### config.mk
export PLATFORM = sky130hd
export DESIGN_NAME = cache_mem_arbiter
export DESIGN_NICKNAME = d
export VERILOG_FILES = /design/src/rtl/otter_cache_pkg.sv /design/src/rtl/cache_mem_arbiter.sv
export SDC_FILE = /design/constraint.sdc
export NUM_CORES = 1
export LEC_CHECK = 0
export ABC_AREA = 1
export CAP_MARGIN = 20
export CORE_AREA = 3 3 539 541
export CTS_CLUSTER_DIAMETER = 150
export CTS_CLUSTER_SIZE = 8
export DETAILED_ROUTE_END_ITERATION = 10
export DIE_AREA = 0 0 542 544
export SYNTH_ARGS = -nofsm -noshare
export SYNTH_HDL_FRONTEND = slang
export SYNTH_SLANG_ARGS = --single-unit
### constraint.sdc
create_clock -name clk -period 13.58 [get_ports clk]
set_input_delay 4.074 -clock clk [delete_from_list [all_inputs] [get_ports clk]]
set_output_delay 4.074 -clock clk [all_outputs]
set_load 0.01 [all_outputs]
### src/rtl/otter_cache_pkg.sv
// Shared cache-subsystem types.
// Holds the memory arbiter FSM state encoding.
package otter_cache_pkg;

  typedef enum logic [1:0] {
    IDLE,
    GRANT_I,
    GRANT_D
  } arb_state_e;

endpackage

### src/rtl/cache_mem_arbiter.sv
// Arbitrates I-cache fills and D-cache fills/writebacks
// onto one backing-memory port, round-robin on ties.
//
// Ports:
//   clk, rst          clock, async active-high reset
//   ic_mem_read/addr  I-cache fill request (level)
//   ic_ca_resp/rdata  I-cache completion pulse, fill data
//   dc_mem_read/write D-cache fill/writeback request (level)
//   dc_mem_addr/wdata D-cache address, writeback data
//   dc_ca_resp/rdata  D-cache completion pulse, fill data
//   mem_read/write    memory strobes, held for the grant
//   mem_addr/wdata    latched transaction address/data
//   mem_resp/rdata    memory completion pulse, read data
//   error             one-cycle protocol-violation pulse
module cache_mem_arbiter
  import otter_cache_pkg::*;
#(
  parameter int ADDR_W = 32,
  parameter int LINE_W = 256
) (
  input  logic              clk,
  input  logic              rst,
  input  logic              ic_mem_read,
  input  logic [ADDR_W-1:0] ic_mem_addr,
  output logic              ic_ca_resp,
  output logic [LINE_W-1:0] ic_mem_rdata,
  input  logic              dc_mem_read,
  input  logic              dc_mem_write,
  input  logic [ADDR_W-1:0] dc_mem_addr,
  input  logic [LINE_W-1:0] dc_mem_wdata,
  output logic              dc_ca_resp,
  output logic [LINE_W-1:0] dc_mem_rdata,
  output logic              mem_read,
  output logic              mem_write,
  output logic [ADDR_W-1:0] mem_addr,
  output logic [LINE_W-1:0] mem_wdata,
  input  logic              mem_resp,
  input  logic [LINE_W-1:0] mem_rdata,
  output logic              error
);

  arb_state_e        state_q, state_d;
  // rr_q=1: D-cache wins the next tie
  logic              rr_q, rr_d;
  logic              wr_q, wr_d;
  logic              err_q, err_d;
  logic [ADDR_W-1:0] addr_q, addr_d;
  logic [LINE_W-1:0] wdata_q, wdata_d;
  logic              ic_act, dc_act;

  assign ic_act = ic_mem_read;
  assign dc_act = dc_mem_read | dc_mem_write;

  always_comb begin
    state_d    = state_q;
    rr_d       = rr_q;
    wr_d       = wr_q;
    addr_d     = addr_q;
    wdata_d    = wdata_q;
    err_d      = 1'b0;
    ic_ca_resp = 1'b0;
    dc_ca_resp = 1'b0;
    unique case (state_q)
      IDLE: begin
        // no transaction owns the port: a stray
        // completion is a protocol violation
        err_d = mem_resp;
        if (dc_act && (!ic_act || rr_q)) begin
          state_d = GRANT_D;
          addr_d  = dc_mem_addr;
          wr_d    = dc_mem_write;
          wdata_d = dc_mem_wdata;
          if (dc_mem_read && dc_mem_write)
            err_d = 1'b1;
        end else if (ic_act) begin
          state_d = GRANT_I;
          addr_d  = ic_mem_addr;
          wr_d    = 1'b0;
        end
      end
      GRANT_I: begin
        if (mem_resp) begin
          ic_ca_resp = 1'b1;
          state_d    = IDLE;
          rr_d       = 1'b1;
        end else if (!ic_act) begin
          // abandoned: fairness pointer untouched
          state_d = IDLE;
          err_d   = 1'b1;
        end
      end
      GRANT_D: begin
        if (mem_resp) begin
          dc_ca_resp = 1'b1;
          state_d    = IDLE;
          rr_d       = 1'b0;
        end else if (!dc_act) begin
          state_d = IDLE;
          err_d   = 1'b1;
        end
      end
      default: state_d = IDLE;
    endcase
  end

  always_ff @(posedge clk or posedge rst) begin
    if (rst) begin
      state_q <= IDLE;
      rr_q    <= 1'b1;
      wr_q    <= 1'b0;
      err_q   <= 1'b0;
      addr_q  <= '0;
      wdata_q <= '0;
    end else begin
      state_q <= state_d;
      rr_q    <= rr_d;
      wr_q    <= wr_d;
      err_q   <= err_d;
      addr_q  <= addr_d;
      wdata_q <= wdata_d;
    end
  end

  // strobes decode straight from the state flop so
  // reset drops them without waiting for an edge
  assign mem_read     = (state_q != IDLE) && !wr_q;
  assign mem_write    = (state_q != IDLE) && wr_q;
  assign mem_addr     = addr_q;
  assign mem_wdata    = wdata_q;
  assign error        = err_q;
  assign ic_mem_rdata = mem_rdata;
  assign dc_mem_rdata = mem_rdata;

endmodule

==> flow_summary.toml, run 1 <==
[min_path]
hold_path_depth = 2
hp-start = "mem_wdata[98]"
hp-class = "flop to flop"
whs_endpoint = "mem_wdata[98]"

[synthesis]
synth_top_area_cell = "dfrtp_1"
syn_area_um2 = 15500
synth_top_area_frac = 0.470
netlist_instances = 1876
yosysWarningCount = 0
syn_avg_cell_area_um2 = 8.29
ys_types = 21
syn_nets = 2458
synth-seq-cells = 293
ys_seq_area_frac = 0.472
synth_area_leaders = "dfrtp_1 (47%), buf_4 (25%), nand2_1 (23%)"

[die]
placementRows = 196
core_area_um2 = 285000
die_height_um = 544
ioPinCount = 1387
start_util = 0.0545
die-area_um2 = 295000
die_x_um = 542

[cells_and_area]
area_delta_synth_final_pct = 51.7
nFillCells = 33300
nNetsFinal = 2552
drive_above_1_share = 0.0399
layout_common_cells = "nand2_1 (936), clkdlybuf4s50_1 (618), dfrtp_1 (292)"
instances_no_fill = 5761
layout_commonest_cell = "nand2_1"

[clock_tree]
post_cts_buffers = 0
clk-insertion-delay-late_ns = 0.68
clk_pin_slew_ns = 0.05
cts_tree = "yes"
cts.htree.levels = 2
clkSinkCount = 293
root_buffer = "clkbuf_16"
ctsHoldBuffers = 0
ctsLongestPathBuffers = 3
numCtsBuffers = 47
cts_resized = 0

[power_and_ir_drop]
vdd_drop_max_mv = 0.103
powerDensity_nw_per_um2 = 236
total_leakage_power_nw = 9.57

[sta]
final_max_slew_viol_count = 0
hold_viol = 0
fin_crit_sh = 0.726
slew_headroom = 0.167
fin_skew_ns = 0.0244
worstMarginPinSlew_ns = 1.25
rsz0062_at_grt = "false"
fmax_mhz = 101
finalSetupViolations = 0
setup_tns_ns = 0
min_period_ns = 9.86

[setup_path]
r2r_cells = 9
reg2reg_from = "rr_q"
required_ns = 9.51
arrival_ns = 5.79
rrSetupSlack_ns = 9.33
r2r-end = "mem_wdata[117]"
cp_max_fo = 7
cp-start-kind = "input pin"
endpoint_kind = "output pin"
critical_path_class = "input pin to output pin"

[placement]
place_inst = 5683
post-dp-hpwl_mm = 186
port_buffers = 618
gp_congestion = 0.819

[global_route]
grt_max_degree = 124
antenna_found_initial = 141
grt_pass1_vias = 12700
grt_first_pass_wirelength_mm = 233
grt_overflow = 0
track_usage = 0.134

[routing]
vias_per_cell = 2.27
wirelength_mm = 205
drc = 0
routedWlPerCell_um = 35.6
dr_total_vias = 13100
drt_iter0_drc = 1144
dr.pass1.iters = 6
ant_nets = 0

[status]
status = "finished clean"

[run]
cap_violations = 0
-- final cells by class --
| class | instances | area [um2] | area share |
|---|---|---|---|
| Antenna cell | 17 | 42.5 | 0.00180 |
| Sequential cell | 293 | 7330 | 0.311 |
| Timing Repair Buffer | 628 | 6270 | 0.266 |
| Clock inverter | 11 | 174 | 0.00737 |
| Tap cell | 3762 | 4710 | 0.200 |
| Multi-Input combinational cell | 989 | 3810 | 0.162 |
| Inverter | 11 | 56.3 | 0.00239 |
| Clock buffer | 50 | 1190 | 0.0504 |
-- cell families after synthesis --
logic type,count (synthesis),share of synthesized area
simple gates,985,0.243
buf+inv,594,0.284
flops,293,0.472
compound gates,4,0.00177
-- cell usage after synthesis, drive strengths merged --
master / count
a21oi: 1
buf: 579
clkbuf: 4
dfrtp: 292
dfstp: 1
inv: 11
nand2: 938
nand3: 37
nand4: 1
nor2: 7
nor3: 2
o21ai: 1
o21bai: 1
o22ai: 1
-- through the flow --
step | setup WS (ns) | total power [mW] | instance area (um2) | utilization | hold WS, ns
after floorplan | 1.42 | 2.63 | 15500 | - | 0.467
after global placement | 3.77 | 4.47 | 22200 | 0.0777 | 0.453
after detailed placement | 3.78 | 4.49 | 22200 | 0.0777 | 0.458
after CTS | 3.78 | 5.73 | 23500 | 0.0825 | 0.471
after global routing | 3.68 | 5.96 | 23600 | 0.0825 | 0.481
final | 3.72 | 5.57 | 23600 | 0.0826 | 0.466
-- worst max-delay path by stage --
| stage | start | endpoint | slack (ns) | depth (start not counted) |
|---|---|---|---|---|
| 6_report | mem_resp | dc_ca_resp | 3.72 | 4 |
| 5_1_grt | mem_resp | dc_ca_resp | 3.68 | 4 |
| 4_1_cts | mem_resp | dc_ca_resp | 3.78 | 4 |
| 3_5_place_dp | mem_resp | dc_ca_resp | 3.78 | 4 |
| 3_3_place_gp | mem_resp | dc_ca_resp | 3.77 | 4 |
| 2_1_floorplan | rst | error | 1.42 | 1 |
-- critical path, stage by stage --
cell,delay [ns]
clkdlybuf4s50_1,0.48
inv_1,0.11
nor3_1,0.39
clkdlybuf4s50_1,0.73
-- power by group --
part	internal, mW	switching, mW	total (mW)
Sequential	1.30	0.234	1.54
Combinational	1.02	1.84	2.86
Clock	0.658	0.515	1.17
-- state kept, by name (all words and copies together), names as in the netlist --
register   count
mem_wdata    256
rr_q           1
state_q        2
error          1
wr_q           1
mem_addr      32
-- layer usage --
layer | track usage | vias to the layer above | wire [um] | share of wire
met5 | 0.0174 | - | 939 | 0.0046
met4 | 0.0632 | 41 | 12200 | 0.060
met3 | 0.185 | 575 | 61500 | 0.30
met2 | 0.183 | 1536 | 78600 | 0.38
met1 | 0.0982 | 5582 | 52100 | 0.25
li1 | - | 5357 | - | -
(Power assumes the default switching activity.)
==> inputs of run 2 (changes only) <==
- CORE_AREA: 3 3 539 541 -> 3 3 534 536
- DIE_AREA: 0 0 542 544 -> 0 0 537 539
- clock period: 13.58 -> 9.05 ns (I/O delays scaled with it)
==> run 2 against run 1 <==
  * Worst setup slack lost 1.7 ns
  * Non-clock buffer count grew 2
  * Count of clock-buffer cells in the layout grew 2
  * First-iteration DRC count shrank 11%
  * Utilization grew 0.12 points
  * Die area shrank 1.8%
  * Sequential share of layout area is essentially flat
  * Largest power group unchanged
  * Flip-flop and latch count is the same
  * Power grew 52%
  * Routed wire length grew 2.7%
  * Largest cell class unchanged
  * Clock power grew 50%
==> flow_summary.toml, run 2 (synthesis gave the netlist of run 1 again) <==
[clock_tree]
ctsHoldBuffers = 0
cts.htree.levels = 2
cts_resized = 0
post_cts_buffers = 0
numCtsBuffers = 45
cts_tree = "yes"
clkSinkCount = 293
clk_pin_slew_ns = 0.05
root_buffer = "clkbuf_16"
clk-insertion-delay-late_ns = 0.69
ctsLongestPathBuffers = 3

[placement]
port_buffers = 618
place_inst = 5666
gp_congestion = 0.829
post-dp-hpwl_mm = 192
placed_area_um2 = 22200

[sta]
fin_hold_ws_ns = 0.467
fmax_mhz = 141
setup_tns_ns = 0
final_max_slew_viol_count = 0
fin_crit_sh = 0.782
worstMarginPinSlew_ns = 1.04
hold_viol = 0
fin_skew_ns = 0.0492
slew_headroom = 0.310
finalSetupViolations = 0
min_period_ns = 7.08
rsz0062_at_grt = "false"

[routing]
dr_total_vias = 13000
drc = 0
ant_nets = 0
wl_met2_mm = 79.8
wl_met1_mm = 53.1
routedWlPerCell_um = 36.7
drt_iter0_drc = 1016
vias_per_cell = 2.27
dr.pass1.iters = 6
wirelength_mm = 211
highest_layer = "met5"
wl_met3_mm = 66.5

[setup_path]
cpMostUsedCell = "clkdlybuf4s50_1"
cp_num_buf_inv = 3
endpoint_kind = "output pin"
max_stage_delay_ns = 0.73
crit_chain = "clkdlybuf4s50_1, inv_1, nor3_1, clkdlybuf4s50_1"
cp_max_fo = 7
crit_family = "buffers and inverters"
required_ns = 6.34
arrival_ns = 4.36
cp-start-kind = "input pin"
critical_path_class = "input pin to output pin"
cp_slowest_cell = "clkdlybuf4s50_1"

[power_and_ir_drop]
powerDensity_nw_per_um2 = 359
vdd_drop_max_mv = 0.142
total_leakage_power_nw = 9.57

[cells_and_area]
fin_area_um2 = 23600
nNetsFinal = 2552
drive_above_1_share = 0.0393
seqCellArea_um2 = 7330
layout_common_cells = "nand2_1 (935), clkdlybuf4s50_1 (618), dfrtp_1 (292)"
area_delta_synth_final_pct = 51.7
utilization = 0.0838
instances_no_fill = 5748
multi_input_area_um2 = 3810
largest_reg_flops = 256
nFillCells = 32800
layout_commonest_cell = "nand2_1"

[die]
placementRows = 195
die_height_um = 539
die-area_um2 = 289000
start_util = 0.0553
die_x_um = 537
ioPinCount = 1387
core_area_um2 = 281000

[global_route]
track_usage = 0.140
grt_first_pass_wirelength_mm = 239
antenna_found_initial = 129
grt_overflow = 0
grt_pass1_vias = 12600
grt_max_degree = 164

[run]
cap_violations = 0

[status]
status = "finished clean"

[min_path]
hp-class = "flop to flop"
==> run 2: cell count changes in the layout (fill, tap and decap cells not counted), moves of 2 or more <==
cell       previous run  this run
diode_2              17        22
buf_12                1         4
clkbuf_1              3         6
clkinv_4              4         1
clkbuf_16            47        45
==> run 2: through the flow <==
| step | worst slack [ns] | total power, mW |
|---|---|---|
| after floorplan | 2.45 | 3.95 |
| after global placement | 2.00 | 6.88 |
| after detailed placement | 2.07 | 6.92 |
| after CTS | 2.06 | 8.77 |
| after global routing | 1.97 | 9.14 |
| final | 1.97 | 8.47 |
==> run 2: layout make-up <==
cell class,instances,share of cell area
clock buffer,52,0.0493
sequential,293,0.311
antenna,22,0.00233
clock inverter,8,0.00684
timing repair buffer,630,0.268
inverter,11,0.00223
multi-input combinational,989,0.162
tap,3743,0.199
==> run 2: worst register-to-register path, cell delays in order, from the launching register on <==
cell,delay (ns)
dfstp_2,0.51
inv_1,0.05
nand2_2,0.53
nand2_4,0.48
nor2_4,0.78
inv_8,0.34
buf_12,0.47
nand2_1,0.56
nand2_1,0.07
==> run 2: power breakdown <==
group / internal, mW / leakage (nW) / switching (mW)
sequential: 1.95 / 3.61 / 0.348
combinational: 1.53 / 5.32 / 2.89
clock: 0.965 / 0.638 / 0.780
total: 4.45 / 9.57 / 4.02
==> run 2: layer usage <==
metal | global-route usage | vias up
met1 | 0.102 | 5600
met4 | 0.0610 | 54
met5 | 0.0108 | -
met2 | 0.189 | 1475
li1 | - | 5361
met3 | 0.202 | 535
==> run 2: worst paths after layout <==
path	start	endpoint	slack (ns)	cells after the start
hold / removal	mem_wdata[3]	mem_wdata[3]	0.47	2
setup / recovery	mem_resp	dc_ca_resp	1.97	4
max in group asynchronous	rst	mem_wdata[200]	4.99	4
hold reg to reg	mem_wdata[3]	mem_wdata[3]	0.47	2
min in group asynchronous	rst	mem_wdata[120]	2.44	2
setup reg to reg	rr_q	mem_wdata[77]	5.11	8
==> inputs of run 3 (changes only) <==
- clock period: 9.05 -> 6.2 ns (I/O delays scaled with it)
==> run 3 against run 2 <==
  * Clock skew shrank 0.0092 ns
  * Register-to-register slack lost 2.4 ns
  * Final area grew 0.36%
  * Highest routed layer unchanged
  * Via count grew 1.9%
  * Critical path depth is the same
  * Critical path type unchanged
  * Die area is the same
  * Combinational power grew 46%
  * Utilization is essentially flat
==> flow_summary.toml, run 3 (synthesis gave the netlist of run 1 again) <==
[status]
status = "finished clean"

[sta]
min_period_ns = 5.33
fmax_mhz = 187
fin_crit_sh = 0.860
hold_viol = 0
rsz0062_at_grt = "false"
setup_tns_ns = 0
worstMarginPinSlew_ns = 0.978
fin_skew_ns = 0.0400
finalSetupViolations = 0
final_max_slew_viol_count = 0
slew_headroom = 0.348

[min_path]
hp-class = "flop to flop"

[setup_path]
endpoint_kind = "output pin"
startpoint = "mem_resp"
endpoint = "ic_ca_resp"
cp_max_fo = 7
critical_path_class = "input pin to output pin"
cp-start-kind = "input pin"
reg2reg_from = "rr_q"
r2r_cells = 8
rrSetupSlack_ns = 2.75
r2r-end = "mem_wdata[120]"
arrival_ns = 3.47
required_ns = 4.34

[die]
core_area_um2 = 281000
die_height_um = 539
die-area_um2 = 289000
placementRows = 195
die_x_um = 537
ioPinCount = 1387
start_util = 0.0553

[placement]
place_inst = 5668
placed_area_um2 = 22200
port_buffers = 618
gp_congestion = 0.830
post-dp-hpwl_mm = 192

[clock_tree]
cts_tree = "yes"
cts.htree.levels = 2
numCtsBuffers = 45
cts_resized = 0
clkSinkCount = 293
clk_pin_slew_ns = 0.06
ctsHoldBuffers = 0
ctsLongestPathBuffers = 3
clk-insertion-delay-late_ns = 0.68
post_cts_buffers = 0
root_buffer = "clkbuf_16"

[global_route]
antenna_found_initial = 139
grt_max_degree = 144
track_usage = 0.139
grt_overflow = 0
grt_first_pass_wirelength_mm = 239
grt_pass1_vias = 12600

[cells_and_area]
nFillCells = 32800
nNetsFinal = 2554
largest_reg_flops = 256
drive_above_1_share = 0.0418
fin_area_um2 = 23700
layout_commonest_cell = "nand2_1"
area_delta_synth_final_pct = 52.2
layout_common_cells = "nand2_1 (935), clkdlybuf4s50_1 (618), dfrtp_1 (292)"
instances_no_fill = 5758

[routing]
wirelength_mm = 210
dr_total_vias = 13300
vias_per_cell = 2.31
drt_iter0_drc = 996
ant_nets = 0
drc = 0
routedWlPerCell_um = 36.5
dr.pass1.iters = 7

[power_and_ir_drop]
finalPower_mw = 12.4
total_leakage_power_nw = 9.60
vdd_drop_max_mv = 0.201
powerDensity_nw_per_um2 = 524

[run]
cap_violations = 0
==> run 3: changes by cell type in the layout (fill, tap and decap cells not counted) <==
cell	change
clkinv_2	-1
clkbuf_1	-1
buf_12	+2
clkinv_4	-1
diode_2	+6
clkinvlp_4	+1
clkbuf_8	+5
bufinv_16	-1
==> run 3: worst min-delay path by stage <==
| stage | from | endpoint | slack, ns | depth (start not counted) |
|---|---|---|---|---|
| 6_report | mem_wdata[98] | mem_wdata[98] | 0.47 | 2 |
| 2_1_floorplan | rr_q | rr_q | 0.47 | 2 |
| 4_1_cts | mem_wdata[99] | mem_wdata[99] | 0.47 | 2 |
| 5_1_grt | mem_wdata[247] | mem_wdata[247] | 0.48 | 2 |
| 3_3_place_gp | mem_wdata[191] | mem_wdata[191] | 0.45 | 2 |
| 3_5_place_dp | mem_addr[15] | mem_addr[15] | 0.46 | 2 |
==> run 3: worst max-delay path, stage by stage <==
cell	delay [ns]
clkdlybuf4s50_1	0.48
inv_1	0.12
nor2_1	0.37
clkdlybuf4s50_1	0.65
==> run 3: final cells by class <==
class	instances	area [um2]	area share
inverters	11	52.6	0.00222
repair buffers	632	6370	0.269
clock inverters	6	125	0.00529
well taps	3743	4680	0.198
diodes	28	70.1	0.00296
multi-input cells	989	3810	0.161
flip-flops and latches	293	7330	0.310
clock buffers	56	1230	0.0519
==> run 3: through the flow <==
step / hold WS [ns] / utilization / setup WS, ns
2_1_floorplan: 0.467 / - / 0.452
3_3_place_gp: 0.455 / 0.0791 / 0.902
3_5_place_dp: 0.457 / 0.0791 / 0.915
4_1_cts: 0.470 / 0.0839 / 0.905
5_1_grt: 0.483 / 0.0840 / 0.867
6_report: 0.466 / 0.0841 / 0.866
==> run 3: power by group <==
| group | internal (mW) | switching [mW] |
|---|---|---|
| Combinational | 2.24 | 4.22 |
| Sequential | 2.85 | 0.533 |
| Clock | 1.43 | 1.13 |
| Total | 6.52 | 5.88 |
==> run 3: layer usage <==
metal  track usage  vias to the layer above  wire (um)
li1              -                     5386          -
met1         0.101                     5743      52400
met2         0.189                     1551      80100
met3         0.200                      539      65900
met4        0.0555                       56      10400
met5        0.0233                        -       1320
